`src/rtl/uart_defs_pkg.sv`:
```
// Shared UART definitions: receiver/transmitter FSM state encoding, default line settings,
// and small helpers for the baud divider and mid-bit majority vote.
package uart_defs_pkg;

    typedef enum logic [1:0] {
        ST_IDLE  = 2'd0,
        ST_START = 2'd1,
        ST_DATA  = 2'd2,
        ST_STOP  = 2'd3
    } uart_state_e;

    localparam int unsigned DEF_CLK_HZ = 32'd50_000_000;
    localparam int unsigned DEF_BAUD   = 32'd115_200;
    localparam int unsigned DEF_OVS    = 32'd16;

    function automatic int unsigned calc_div(input int unsigned clk_hz,
                                             input int unsigned baud,
                                             input int unsigned ovs);
        return clk_hz / (baud * ovs);
    endfunction

    function automatic logic maj3(input logic a, input logic b, input logic c);
        return (a & b) | (a & c) | (b & c);
    endfunction

endpackage

```
`src/rtl/uart_baud_tick.sv`:
```
// Oversampling tick generator: clk divider pulses tick every DIV clocks and ovs_cnt
// counts ticks within one bit. Both counters sit at zero while restart is high.
module uart_baud_tick #(
    parameter  int unsigned DIV = 32'd27,
    parameter  int unsigned OVS = 32'd16,
    localparam int unsigned DCW = (DIV > 32'd1) ? $clog2(DIV) : 32'd1,
    localparam int unsigned OCW = $clog2(OVS)
) (
    input  logic           clk,
    input  logic           rst_n,
    input  logic           restart,
    output logic           tick,
    output logic [OCW-1:0] ovs_cnt
);

    logic [DCW-1:0] div_q, div_d;
    logic [OCW-1:0] ovs_q, ovs_d;
    logic           wrap_s;

    // Next-state for the divider and the tick-within-bit counter
    always_comb begin
        wrap_s = (div_q == DCW'(DIV - 32'd1));
        div_d  = div_q;
        ovs_d  = ovs_q;
        if (restart) begin
            div_d = {DCW{1'b0}};
            ovs_d = {OCW{1'b0}};
        end else if (wrap_s) begin
            div_d = {DCW{1'b0}};
            ovs_d = (ovs_q == OCW'(OVS - 32'd1)) ? {OCW{1'b0}} : ovs_q + OCW'(1);
        end else begin
            div_d = div_q + DCW'(1);
        end
    end

    // Counter registers
    always_ff @(posedge clk or negedge rst_n) begin
        if (!rst_n) begin
            div_q <= {DCW{1'b0}};
            ovs_q <= {OCW{1'b0}};
        end else begin
            div_q <= div_d;
            ovs_q <= ovs_d;
        end
    end

    assign tick    = wrap_s & ~restart;
    assign ovs_cnt = ovs_q;

endmodule

```
`src/rtl/uart_rx_core.sv`:
```
// 8N1 UART receiver: synchronized input, oversampled mid-bit sampling, one-byte holding
// register with valid/ack handshake, framing-error pulse and sticky overrun flag.
module uart_rx_core
    import uart_defs_pkg::*;
#(
    parameter int unsigned CLK_HZ    = DEF_CLK_HZ,
    parameter int unsigned BAUD      = DEF_BAUD,
    parameter int unsigned DATA_BITS = 32'd8,
    parameter int unsigned OVS       = DEF_OVS
) (
    input  logic                 sys_clk,
    input  logic                 sys_rst_n,
    input  logic                 uart_rx,
    output logic [DATA_BITS-1:0] rx_data,
    output logic                 rx_valid,
    input  logic                 rx_ack,
    output logic                 rx_frame_err,
    output logic                 rx_overrun,
    output logic                 rx_busy
);

    localparam int unsigned    DIV    = calc_div(CLK_HZ, BAUD, OVS);
    localparam int unsigned    OCW    = $clog2(OVS);
    localparam logic [OCW-1:0] T6     = OCW'(6);
    localparam logic [OCW-1:0] T7     = OCW'(7);
    localparam logic [OCW-1:0] T8     = OCW'(8);
    localparam logic [OCW-1:0] T_LAST = OCW'(OVS - 32'd1);
    localparam logic [3:0]     B_LAST = 4'(DATA_BITS - 32'd1);

    uart_state_e          state_q, state_d;
    logic [1:0]           sync_q, sync_d;
    logic                 prev_q, prev_d;
    logic [3:0]           bit_cnt_q, bit_cnt_d;
    logic [DATA_BITS-1:0] shift_q, shift_d;
    logic [1:0]           maj_q, maj_d;
    logic [DATA_BITS-1:0] data_q, data_d;
    logic                 valid_q, valid_d;
    logic                 ferr_q, ferr_d;
    logic                 ovr_q, ovr_d;
    logic                 busy_q, busy_d;
    logic                 rx_s, fall_s, tick_s, deliver_s, ack_s;
    logic [OCW-1:0]       ovs_s;

    uart_baud_tick #(
        .DIV (DIV),
        .OVS (OVS)
    ) u_tick (
        .clk     (sys_clk),
        .rst_n   (sys_rst_n),
        .restart (state_q == ST_IDLE),
        .tick    (tick_s),
        .ovs_cnt (ovs_s)
    );

    // Receive FSM, sampling and holding-register next-state
    always_comb begin
        rx_s      = sync_q[1];
        fall_s    = prev_q & ~rx_s;
        sync_d    = {sync_q[0], uart_rx};
        prev_d    = rx_s;
        state_d   = state_q;
        bit_cnt_d = bit_cnt_q;
        shift_d   = shift_q;
        maj_d     = maj_q;
        data_d    = data_q;
        valid_d   = valid_q;
        ovr_d     = ovr_q;
        ferr_d    = 1'b0;
        deliver_s = 1'b0;

        if (tick_s && (ovs_s == T6)) begin
            maj_d[0] = rx_s;
        end else if (tick_s && (ovs_s == T7)) begin
            maj_d[1] = rx_s;
        end else begin
            maj_d = maj_q;
        end

        case (state_q)
            ST_IDLE: begin
                if (fall_s) state_d = ST_START;
                else        state_d = ST_IDLE;
            end
            // Start is validated mid-bit but DATA is entered only at the bit boundary
            ST_START: begin
                if (tick_s && (ovs_s == T7) && rx_s) begin
                    state_d = ST_IDLE;
                end else if (tick_s && (ovs_s == T_LAST)) begin
                    state_d   = ST_DATA;
                    bit_cnt_d = 4'd0;
                end else begin
                    state_d = ST_START;
                end
            end
            ST_DATA: begin
                if (tick_s && (ovs_s == T8)) begin
                    shift_d   = {maj3(maj_q[0], maj_q[1], rx_s), shift_q[DATA_BITS-1:1]};
                    bit_cnt_d = bit_cnt_q + 4'd1;
                    state_d   = (bit_cnt_q == B_LAST) ? ST_STOP : ST_DATA;
                end else begin
                    state_d = ST_DATA;
                end
            end
            ST_STOP: begin
                if (tick_s && (ovs_s == T7)) begin
                    state_d   = ST_IDLE;
                    deliver_s = rx_s;
                    ferr_d    = ~rx_s;
                end else begin
                    state_d = ST_STOP;
                end
            end
            default: state_d = ST_IDLE;
        endcase

        busy_d = (state_d != ST_IDLE);
        ack_s  = rx_ack & valid_q;

        // An ack in the same cycle frees the holding register for the new byte
        if (deliver_s && (!valid_q || ack_s)) begin
            data_d  = shift_q;
            valid_d = 1'b1;
            ovr_d   = 1'b0;
        end else if (deliver_s) begin
            ovr_d = 1'b1;
        end else if (ack_s) begin
            valid_d = 1'b0;
            ovr_d   = 1'b0;
        end else begin
            valid_d = valid_q;
        end
    end

    // State and output registers; synchronizer presets to idle-high
    always_ff @(posedge sys_clk or negedge sys_rst_n) begin
        if (!sys_rst_n) begin
            state_q   <= ST_IDLE;
            sync_q    <= 2'b11;
            prev_q    <= 1'b1;
            bit_cnt_q <= 4'd0;
            shift_q   <= {DATA_BITS{1'b0}};
            maj_q     <= 2'b00;
            data_q    <= {DATA_BITS{1'b0}};
            valid_q   <= 1'b0;
            ferr_q    <= 1'b0;
            ovr_q     <= 1'b0;
            busy_q    <= 1'b0;
        end else begin
            state_q   <= state_d;
            sync_q    <= sync_d;
            prev_q    <= prev_d;
            bit_cnt_q <= bit_cnt_d;
            shift_q   <= shift_d;
            maj_q     <= maj_d;
            data_q    <= data_d;
            valid_q   <= valid_d;
            ferr_q    <= ferr_d;
            ovr_q     <= ovr_d;
            busy_q    <= busy_d;
        end
    end

    assign rx_data      = data_q;
    assign rx_valid     = valid_q;
    assign rx_frame_err = ferr_q;
    assign rx_overrun   = ovr_q;
    assign rx_busy      = busy_q;

endmodule

```
`config.mk`:
```
export PLATFORM = sky130hd
export DESIGN_NAME = uart_rx_core
export DESIGN_NICKNAME = d
export VERILOG_FILES = /design/src/rtl/uart_defs_pkg.sv /design/src/rtl/uart_baud_tick.sv /design/src/rtl/uart_rx_core.sv
export SDC_FILE = /design/constraint.sdc
export NUM_CORES = 1
export LEC_CHECK = 0
export ABC_AREA = 1
export CAP_MARGIN = 15
export CORE_MARGIN = 2
export CORE_UTILIZATION = 56
export DETAILED_ROUTE_END_ITERATION = 12
export GPL_ROUTABILITY_DRIVEN = 0
export MAX_ROUTING_LAYER = met4
export PLACE_DENSITY = 0.78
export SKIP_CTS_REPAIR_TIMING = 1
export SYNTH_ARGS = -nofsm -noshare
export SYNTH_HDL_FRONTEND = slang
export SYNTH_SLANG_ARGS = --single-unit
```
`constraint.sdc`:
```
create_clock -name sys_clk -period 2.2 [get_ports sys_clk]
set_input_delay 0.22 -clock sys_clk [delete_from_list [all_inputs] [get_ports sys_clk]]
set_output_delay 0.22 -clock sys_clk [all_outputs]
set_load 0.1 [all_outputs]
```
* After elaboration in Yosys (flattened, before gate mapping)
Index checks and enable logic that the tools add are counted.
Word-level totals: register bits after elaboration 40, input bits 4, output and inout port bits 12, logic and storage cells 84
Operators by class: add/subtract/negate cells 3, equal/unequal tests 13, multiplexer cells 25, bitwise logic cells 11, reduce and logical (&&, ||, !) cells 18
Operators with widths (number):
- two-way mux 4 bit | 6
- == test 4 x 3 -> 1 bit, second input constant | 3
- two-way mux 1 bit | 12
- two-way mux 5 bit | 2
- adder 4 x 1 -> 4 bit, second input constant | 2
- == test 4 bit, second input constant | 2
- one-hot mux 2 bit (4 select lines) | 1
- one-hot mux 4 bit (2 select lines) | 1
- nonzero test 2 bit | 4
- bitwise AND 1 bit | 6
- logical AND 1 bit | 6
- two-way mux 2 bit | 3
- != test 2 bit, second input constant | 3
- AND reduction 2 bit | 3
- adder 5 x 1 -> 5 bit, second input constant | 1
- == test 5 bit, second input constant | 1
- == test 2 bit, second input constant | 2
- AND reduction 4 bit | 1
- NOT 1 bit | 3
- nonzero test 3 bit | 1
- == test 2 x 1 -> 1 bit, second input constant | 1
- zero test 2 bit | 1
- != test 2 x 1 -> 1 bit, second input constant | 1
- OR 1 bit | 2
- 2 further kinds | 2

* Depth between registers and ports, before layout
Gate-level depths: netlist of run 1.
depth after elaboration 9, gate-level depth with buffers 11, depth with buffers taken out 11

* Hierarchy
From an unflattened synthesis of run 1, not the netlist that was laid out.
Unflattened totals: cell total of the unflattened synthesis 216, area, all modules 1873.0 µm²
By module, submodules not included:
- uart_rx_core | instances 1, cells each 159, area each 1390.1 µm²
- uart_baud_tick | instances 1, cells each 57, area each 483.0 µm²

* Worst setup path before layout of run 1
No wires, ideal clock.
path kind register -> register, from reg valid_q, in the netlist rx_valid, to reg data_q[1], in the netlist rx_data[1], setup time 74 ps, arrival 1600 ps, data required time 2126 ps, setup slack 526 ps, stages on the path, launching flop included 6, path buffers 1, clock period less this slack 1674 ps, cell sequence dfrtp_1 nand2_1 nand2_4 buf_6 nand2_2 o21ai_2
Between the ends: cells in the longest elaborated chain, start to end 3
Ends and longest elaborated chain:
- start: declaration | RTL line uart_rx_core.sv:37 | logic valid_q, valid_d;
- start signal: assignment | RTL line uart_rx_core.sv:156 | valid_q <= valid_d;
- bitwise AND 1 bit or zero test 1 bit (tied branches) | RTL line uart_rx_core.sv:117, uart_rx_core.sv:120
- logical OR 1 bit (*) | RTL line uart_rx_core.sv:120 | if (deliver_s && (!valid_q || ack_s)) begin
- logical AND 1 bit (*) | RTL line uart_rx_core.sv:120
- end signal: assignment | RTL line uart_rx_core.sv:143 | data_q <= {DATA_BITS{1'b0}};
- end signal: assignment | RTL line uart_rx_core.sv:155 | data_q <= data_d;
- end: declaration | RTL line uart_rx_core.sv:36 | logic [DATA_BITS-1:0] data_q, data_d;
Every way passes the cells marked *; elsewhere a longest branch is shown, timed or not. A chain may end at the register's enable or synchronous reset.

* Final worst setup path of run 1
from reg u_tick.div_q[0], to reg busy_q, in the netlist rx_busy
Between the ends: cells in the longest elaborated chain, start to end 7
Ends and longest elaborated chain:
- start: declaration | RTL line uart_baud_tick.sv:16 | logic [DCW-1:0] div_q, div_d;
- start signal: assignment | RTL line uart_baud_tick.sv:39 | div_q <= {DCW{1'b0}};
- start signal: assignment | RTL line uart_baud_tick.sv:42 | div_q <= div_d;
- == test 5 bit (*) | RTL line uart_baud_tick.sv:22 | wrap_s = (div_q == DCW'(DIV - 32'd1));
- bitwise AND 1 bit (*) | RTL line uart_baud_tick.sv:47 | assign tick = wrap_s & ~restart;
- logical AND 1 bit, on equally long branches | RTL line uart_rx_core.sv:88, uart_rx_core.sv:86, uart_rx_core.sv:105
- two-way mux 2 bit or logical AND 1 bit (tied branches) | RTL line uart_rx_core.sv:88, uart_rx_core.sv:86
- two-way mux 2 bit | RTL line uart_rx_core.sv:86 | if (tick_s && (ovs_s == T7) && rx_s) begin
- one-hot mux 2 bit (4 select lines) (*) | RTL line uart_rx_core.sv:79 | case (state_q)
- nonzero test 2 bit (*) | RTL line uart_rx_core.sv:116 | busy_d = (state_d != ST_IDLE);
- net busy_d | RTL line uart_rx_core.sv:40 | logic busy_q, busy_d;
- end signal: assignment | RTL line uart_rx_core.sv:159 | busy_q <= busy_d;
- end: declaration | RTL line uart_rx_core.sv:40
Mark *: on every way through the listed nets, which the timed path passes. The rest lies on a longest branch.

==> results of run 1 <==
-- registers in the layout, summed over array words and instances, names as in the netlist --
name	flops
u_tick.ovs_cnt	4
rx_frame_err	1
rx_busy	1
rx_overrun	1
maj_q	2
bit_cnt_q	4
sync_q	2
u_tick.div_q	5
state_q	2
prev_q	1
rx_valid	1
rx_data	8
shift_q	8
-- area by class of cell --
| class | count | area, µm² | share of cell area |
|---|---|---|---|
| tap | 46 | 57.6 | 0.0271 |
| clock buffer | 5 | 37.5 | 0.0177 |
| clock inverter | 3 | 46.3 | 0.0218 |
| timing repair buffer | 16 | 123 | 0.0577 |
| inverter | 33 | 124 | 0.0583 |
| sequential | 40 | 1000 | 0.473 |
| multi-input combinational | 129 | 732 | 0.345 |
-- cells by family after synthesis --
kind of cell,Yosys count,share of synthesized area
buffers and inverters,35,0.0759
AOI/OAI and AO/OA,26,0.0839
DFF,40,0.535
adders and majority gates,7,0.0453
xor gates and xnor gates,3,0.0140
and+or+nand+nor,93,0.246
-- final timing paths --
check	from	endpoint	slack, ps
setup / recovery	u_tick.div_q[0]	rx_busy	550
hold / removal	sys_rst_n	rx_data[1]	-40
setup reg to reg	u_tick.div_q[0]	rx_busy	550
hold reg to reg	sync_q[0]	sync_q[1]	360
max in group asynchronous	sys_rst_n	maj_q[1]	1700
min in group sys_clk	uart_rx	sync_q[0]	250
-- per-stage QoR --
stage	util	hold WS, ps	std cells
floorplan	-	-75.6	204
global placement	0.621	346	264
detailed placement	0.621	348	264
CTS	0.647	-22.6	272
global route	0.647	29.9	272
finish	0.647	-41.5	272
-- power groups by stage --
stage | registers (mW) | clock network (mW) | logic, mW
after detailed placement | 0.862 | 0 | 0.244
after global placement | 0.860 | 0 | 0.234
final | 0.847 | 0.499 | 0.241
after global routing | 0.855 | 0.543 | 0.280
after CTS | 0.848 | 0.516 | 0.244
after floorplan | 0.884 | 0 | 0.151
-- cells in the mapped netlist --
master,count,share of area
nand2_1,45,0.090
dfrtp_1,37,0.49
inv_1,27,0.054
nor2_1,16,0.032
nand3_1,14,0.037
o21ai_0,14,0.037
o21ai_2,7,0.033
ha_1,6,0.040
inv_2,6,0.012
nand2_2,5,0.017
dfstp_2,3,0.042
nand4_1,3,0.010
nor2_4,3,0.018
a21oi_1,2,0.0053
nand2_4,2,0.012
nor3_1,2,0.0053
o21ai_1,2,0.0053
xor2_1,2,0.0093
buf_4,1,0.0040
buf_6,1,0.0060
maj3_1,1,0.0053
nand4_4,1,0.011
nor2_2,1,0.0033
nor2_8,1,0.011
o22ai_1,1,0.0033
xnor2_1,1,0.0047
-- layer usage --
layer,share of wire,vias up
li1,-,683
met2,0.46,25
met5,0,-
met4,0.025,0
met1,0.47,631
met3,0.038,8
==> flow_summary.yaml, run 1 <==
status:
  run_status: "complete, but fails checks"
  violations: "negative hold slack"
synthesis:
  ys_ff_latch: 40
  ys_types: 26
  netlist_area_um2: 1880
  synthCells: 204
  seq_area_frac_synth: 0.535
  ys_warn_count: 0
  synth_fp_nets: 214
  avgSynthCellArea_um2: 9.21
sta:
  rsz0062_at_grt: "false"
  fmax_mhz: 608
  slew_headroom: 0.423
  setup_tns_ps: 0
  tightest_slew_ps: 865
  setup_viol: 0
  hold_slack_ps: -41.5
  skew_ps: 8.65
  finalCritPeriodShare: 0.748
  worst_slack_ps: 554
  maxSlewViolCount: 0
  fin_crit_ps: 1650
  final_hold_viol_count: 37
grt:
  grt_start_max_net_pins: 41
  grtUsageMet1: 0.247
  grt_pass1_vias: 1224
  grt_pass1_wl_mm: 5.16
  busiest_layer: "met2"
  grt_overflow: 0
  antenna_found_initial: 0
  grt_usage: 0.191
  grtUsageMet3: 0.0497
  gr-usage-met2: 0.286
cts:
  h-tree-depth: 2
  cts_tree: "done"
  clk_latency_ps: 360
  clock-sinks: 40
  cts-root-buf: "clkbuf_4"
  cts-buffers-inserted: 5
  cts.clk_slew.worst_paths_ps: 120
  clockBufferDepth: 2
power_and_ir_drop:
  totalPowerFinal_mw: 1.59
  leakage_nw: 1.07
  peakVddDrop_uv: 449
  p_sw_mw: 0.470
  switching_share: 0.296
  power.share.clock: 0.314
  intPower_mw: 1.12
  combPwrFrac: 0.152
  pwr_density_cell_nw_per_um2: 747
  share_seq_of_total_power: 0.534
finish:
  n_antenna_cell: 0
  area_growth_pct: 13.0
  layout_commonest_cell: "nand2_1"
  layout_common_cells: "nand2_1 (45), dfrtp_1 (37), inv_1 (27), nor2_1 (16)"
  nNetsFinal: 235
  n_fill_cell: 276
  design_area_um2: 2120
  final_layout_size_suffix_gt1_frac: 0.226
critical_path:
  start_kind: "register"
  path_cells: "inv_1 -> ha_1 -> nand2_1 -> nor2_8 -> nand3_1 -> nand2_1 -> nand2_1 -> nor2_1 -> nand4_1"
  crit_slowest_cell: "dfrtp_1"
  cp.required_ps: 2430
  worstSetupPathType: "register to register"
  crit_path_max_fanout: 5
  path_buf_inv: 1
  crit_family: "simple AND/OR/NAND/NOR gates"
  reg2reg_depth: 9
  path_depth: 9
  end_kind: "register"
  cpPeakStageDelay_ps: 430
  cp.arrival_ps: 1880
  cpMostUsedCell: "nand2_1"
floorplan:
  io_pins: 16
  fp.dieH_um: 61.9
  fp.coreArea_um2: 3280
  die-area_um2: 3840
  dieWidth_um: 61.9
  initial_core_util: 0.572
  num_rows: 21
routing:
  wl_per_cell_um: 10.9
  drt_iter0_markers: 50
  routed_wl_mm: 2.96
  via_per_inst: 4.95
  drt_first_pass_iters: 4
  num_vias: 1347
  drc_errors: 0
  ant_nets: 0
placement:
  port_buffers: 15
  place_area_um2: 2040
  place_ws_ps: 579
  dpl.hpwl_mm: 2.21
job:
  cap_violations: 0
min_path:
  hold_class: "input pin to async pin"
(Power assumes the default switching activity.)
==> inputs of run 2 (changes only) <==
CORE_UTILIZATION = 51   (was 56)
PLACE_DENSITY = 0.74   (was 0.78)
clock period = 1.5 ns   (was 2.2 ns; I/O delays follow)
==> run 2 against run 1 <==
Net effect: the flow finishes with violations (negative setup slack); clock-buffer cell count unchanged; global-route usage decreased by 0.24 points; fmax increased by 1.9%; worst setup slack got worse by 670 ps; core utilization increased by 5.3 points; total power increased by 64%.
==> flow_summary.yaml, run 2 (same netlist as run 1, synthesis figures left out) <==
critical_path:
  worstSetupPathType: "register to register"
  crit_family: "simple AND/OR/NAND/NOR gates"
  cpPeakStageDelay_ps: 380
  crit_slowest_cell: "dfrtp_1"
  end_kind: "register"
  path_buf_inv: 1
  path_cells: "inv_1 -> ha_2 -> nand2_4 -> nor2_8 -> nand3_1 -> nand2_2 -> nand2_1 -> nand2_1 -> nand4_1"
  cpMostUsedCell: "nand2_1"
  crit_path_max_fanout: 5
  cp.arrival_ps: 1770
  cp.required_ps: 1660
  start_kind: "register"
sta:
  finalCritPeriodShare: 1.08
  fmax_mhz: 619
  rsz0062_at_grt: "true"
  fin_crit_ps: 1620
  maxSlewViolCount: 0
  slew_headroom: 0.725
  setup_viol: 19
  worst_slack_ps: -115
  skew_ps: 6.70
  final_hold_viol_count: 0
  tightest_slew_ps: 412
finish:
  n_antenna_cell: 0
  layout_common_cells: "dfrtp_1 (36), nand2_1 (35), inv_1 (26), nor2_1 (15)"
  layout_commonest_cell: "dfrtp_1"
  post-route-util: 0.700
  final_layout_size_suffix_gt1_frac: 0.347
  area_growth_pct: 34.2
  instances_no_fill: 287
  nNetsFinal: 248
  design_area_um2: 2520
routing:
  num_vias: 1449
  routed_wl_mm: 3.71
  drc_errors: 0
  ant_nets: 0
  wl_per_cell_um: 12.9
  drt_first_pass_iters: 4
  drt_iter0_markers: 92
  via_per_inst: 5.05
min_path:
  hold_class: "input pin to register"
grt:
  grt_pass1_wl_mm: 5.91
  grt_pass1_vias: 1392
  grt_usage: 0.189
  antenna_found_initial: 0
  grt_start_max_net_pins: 24
  grt_overflow: 0
power_and_ir_drop:
  totalPowerFinal_mw: 2.60
  pwr_density_cell_nw_per_um2: 1030
  leakage_nw: 1.22
  peakVddDrop_uv: 709
floorplan:
  die-area_um2: 4190
  dieWidth_um: 64.7
  num_rows: 22
  fp.dieH_um: 64.7
  fp.coreArea_um2: 3610
  initial_core_util: 0.521
  io_pins: 16
status:
  run_status: "complete, but fails checks"
  violations: "negative setup slack"
placement:
  place_ws_ps: -33.7
  port_buffers: 15
  place_area_um2: 2250
  dpl.hpwl_mm: 2.44
  dp.cells: 272
job:
  cap_violations: 0
cts:
  cts-buffers-inserted: 5
  clockBufferDepth: 2
  clk_latency_ps: 290
  clock-sinks: 40
  h-tree-depth: 2
  cts-root-buf: "clkbuf_8"
  cts_tree: "done"
  cts.clk_slew.worst_paths_ps: 80
[run 2: changes by cell type in the layout (fill, tap and decap cells not counted), sizes merged]
| cell | change |
|---|---|
| buf | +12 |
| clkinv | +1 |
| dlygate4sd3 | +1 |
| inv | -1 |
[run 2: power breakdown]
| group | total (mW) | leakage [nW] | internal (mW) | switching, mW |
|---|---|---|---|---|
| clock network | 0.873 | 0.0541 | 0.492 | 0.381 |
| logic | 0.474 | 0.637 | 0.188 | 0.286 |
| registers | 1.25 | 0.530 | 1.17 | 0.0836 |
[run 2: per-layer routing]
metal | global-route usage | vias to the layer above | share of wire
met4 | 0.0931 | 0 | 0.019
met5 | - | - | 0
li1 | - | 709 | -
met1 | 0.227 | 676 | 0.41
met2 | 0.308 | 56 | 0.52
met3 | 0.0347 | 8 | 0.055
[run 2: worst register-to-register path: stages (launching register included)]
cell     delay (ps)
dfrtp_1         380
inv_1            70
ha_2            200
nand2_4          70
nor2_8          150
nand3_1         170
nand2_2         170
nand2_1          70
nand2_1          90
nand4_1         110
[run 2: area by class of cell]
class | instances | area [µm²]
clock buffers | 5 | 68.8
clock inverters | 3 | 42.5
repair buffers | 29 | 408
multi-input cells | 129 | 811
inverters | 33 | 126
fillers | 254 | 1080
well taps | 48 | 60.1
flip-flops and latches | 40 | 1010
[run 2: final timing paths]
check | startpoint | to | slack, ps | cells past startpoint
min in group asynchronous | sys_rst_n | u_tick.div_q[0] | 320 | 2
max | u_tick.div_q[0] | rx_busy | -120 | 9
max reg2reg | u_tick.div_q[0] | rx_busy | -120 | 9
max in group asynchronous | sys_rst_n | rx_valid | 720 | 3
min reg2reg | sync_q[0] | sync_q[1] | 360 | 0
min | uart_rx | sync_q[0] | 260 | 1
[run 2: stage by stage]
| step | hold slack [ps] | setup TNS (ps) |
|---|---|---|
| 2_1_floorplan | -146 | 0 |
| 3_3_place_gp | 103 | 0 |
| 3_5_place_dp | 103 | -178 |
| 4_1_cts | -213 | -541 |
| 5_1_grt | 270 | -2750 |
| 6_report | 259 | -897 |
==> inputs of run 3 (changes only) <==
SYNTH_HIERARCHICAL = 1   (was unset)
==> run 3 against run 2 <==
Net effect: the flow still finishes with violations (negative setup slack); wire length is 9.4% higher; clock-buffer cell count is 2 higher; worst setup slack worse by 110 ps; global-route usage is 2.7 points higher; register-to-register slack worse by 110 ps; sequential power hardly changed; highest routed layer unchanged.
==> flow_summary.yaml, run 3 <==
synthesis:
  async_flop_share: 1.00
  synth_edf_count: 0
  synthCells: 216
  synth.most_common_cell: "nand2_1"
  netlist_area_um2: 1870
  synth_top_area_frac: 0.494
  ys_types: 27
  synth_area_leaders: "dfrtp_1 (49%), nand2_1 (13%), inv_1 (5.4%), dfstp_2 (4.2%), nor2_1 (4.0%)"
  synth_top_cell_by_area: "dfrtp_1"
  synth_fp_nets: 224
  ys_ff_latch: 40
  avgSynthCellArea_um2: 8.67
  ys_warn_count: 6
  yosys-top-cells-count: "nand2_1 (65), dfrtp_1 (37), inv_1 (27), nor2_1 (20), nand3_1 (13)"
  synth_ff_type: "dfrtp_1"
  seq_area_frac_synth: 0.536
grt:
  grt_overflow: 0
  grt_usage: 0.216
  antenna_found_initial: 0
  grt_start_max_net_pins: 23
  grt_pass1_wl_mm: 6.62
  grt_pass1_vias: 1483
routing:
  drc_errors: 0
  routed_wl_mm: 4.06
  drt_first_pass_iters: 4
  ant_nets: 0
  wl_per_cell_um: 13.0
  num_vias: 1559
  via_per_inst: 4.98
  drt_iter0_markers: 75
placement:
  place_ws_ps: -232
  port_buffers: 15
  dpl.hpwl_mm: 2.68
  dp.cells: 297
critical_path:
  crit_family: "simple AND/OR/NAND/NOR gates"
  reg2reg_depth: 13
  cp.required_ps: 1680
  rr_endpoint: "rx_busy"
  start_kind: "register"
  end_kind: "register"
  r2r-start: "u_tick/div_q[0]"
  r2r_slack_ps: -220
  crit_path_max_fanout: 5
  cp.arrival_ps: 1900
  path_depth: 13
  cpPeakStageDelay_ps: 380
  worstSetupPathType: "register to register"
  path_buf_inv: 4
  crit_slowest_cell: "dfrtp_1"
  path_cells: "inv_1 -> ha_2 -> nand2_2 -> clkinv_4 -> nand3_4 -> inv_4 -> nand2_4 -> nor2_4 -> nand3_4 -> inv_6 -> nor2_4 -> nor2_2 -> nand3_2"
floorplan:
  initial_core_util: 0.519
  num_rows: 22
  dieWidth_um: 64.6
  fp.coreArea_um2: 3610
  fp.dieH_um: 64.6
  die-area_um2: 4170
  io_pins: 16
finish:
  n_antenna_cell: 0
  instances_no_fill: 313
  area_growth_pct: 41.6
  n_fill_cell: 263
  layout_commonest_cell: "nand2_1"
  nNetsFinal: 272
  final_layout_size_suffix_gt1_frac: 0.362
  layout_common_cells: "nand2_1 (56), dfrtp_1 (36), inv_1 (27), buf_4 (24), nor2_1 (14)"
cts:
  clk_latency_ps: 290
  cts-root-buf: "clkbuf_8"
  cts-buffers-inserted: 5
  h-tree-depth: 2
  clockBufferDepth: 2
  clock-sinks: 40
  cts.clk_slew.worst_paths_ps: 70
  cts_tree: "done"
power_and_ir_drop:
  pwr_density_cell_nw_per_um2: 1040
  peakVddDrop_uv: 944
  totalPowerFinal_mw: 2.76
  leakage_nw: 1.29
min_path:
  hold_class: "input pin to register"
  hold_depth: 1
  holdPathEnd: "sync_q[0]"
  min_from: "uart_rx"
sta:
  slew_headroom: 0.681
  worst_slack_ps: -223
  maxSlewViolCount: 0
  tightest_slew_ps: 479
  skew_ps: 2.79
  finalCritPeriodShare: 1.15
  fmax_mhz: 581
  fin_crit_ps: 1720
  final_hold_viol_count: 0
  setup_viol: 27
  rsz0062_at_grt: "true"
job:
  cap_violations: 0
status:
  run_status: "complete, but fails checks"
  violations: "negative setup slack"
## run 3: worst register-to-register path, delay by kind of cell (launching register included)
family        cells  cell delay, ps
simple gates      8             740
buf+inv           4             310
flops             1             380
fa+ha+maj         1             170
## run 3: report_power, final
group | leakage, nW | switching (mW) | internal (mW)
Clock | 0.0645 | 0.367 | 0.587
Sequential | 0.531 | 0.0608 | 1.16
Combinational | 0.694 | 0.321 | 0.267
Total | 1.29 | 0.748 | 2.02
## run 3: logic make-up after synthesis
logic type | Yosys count | share of synthesized area
and+or+nand+nor | 113 | 0.268
DFF | 40 | 0.536
buffers and inverters | 34 | 0.0735
AOI/OAI and AO/OA | 22 | 0.0815
adders and majority gates | 4 | 0.0267
xor gates and xnor gates | 3 | 0.0140
## run 3: per-stage QoR
step	utilization	cell area [µm²]	TNS (ps)	hold WS [ps]
after global routing	0.736	2650	-7060	253
after CTS	0.691	2490	-4140	-195
after detailed placement	0.656	2360	-3720	131
after global placement	0.656	2360	-2860	128
final	0.736	2650	-4160	255
after floorplan	-	1920	-1670	-146
## run 3: routing by layer
layer / vias up / wire length [µm] / GRT usage
li1: 774 / - / -
met1: 746 / 1800 / 0.273
met2: 29 / 2020 / 0.341
met3: 10 / 166 / 0.0573
met4: 0 / 80 / 0.0718
met5: - / 0 / -
## run 3: worst max path at each step
stage / startpoint / end / slack, ps
final: u_tick/div_q[0] / rx_busy / -220
after global routing: u_tick/div_q[0] / rx_busy / -320
after CTS: u_tick/div_q[0] / rx_data[2] / -250
after detailed placement: u_tick/div_q[0] / rx_data[2] / -230
after global placement: u_tick/div_q[0] / rx_data[6] / -180
after floorplan: u_tick/div_q[0] / rx_data[3] / -190
## run 3: area by class of cell
class,instances,area (µm²),area share
clock buffer,7,96.3,0.0363
timing repair buffer,41,467,0.176
sequential,40,1010,0.379
multi-input combinational,144,861,0.325
tap,48,60.1,0.0226
clock inverter,1,30.0,0.0113
inverter,32,133,0.0500
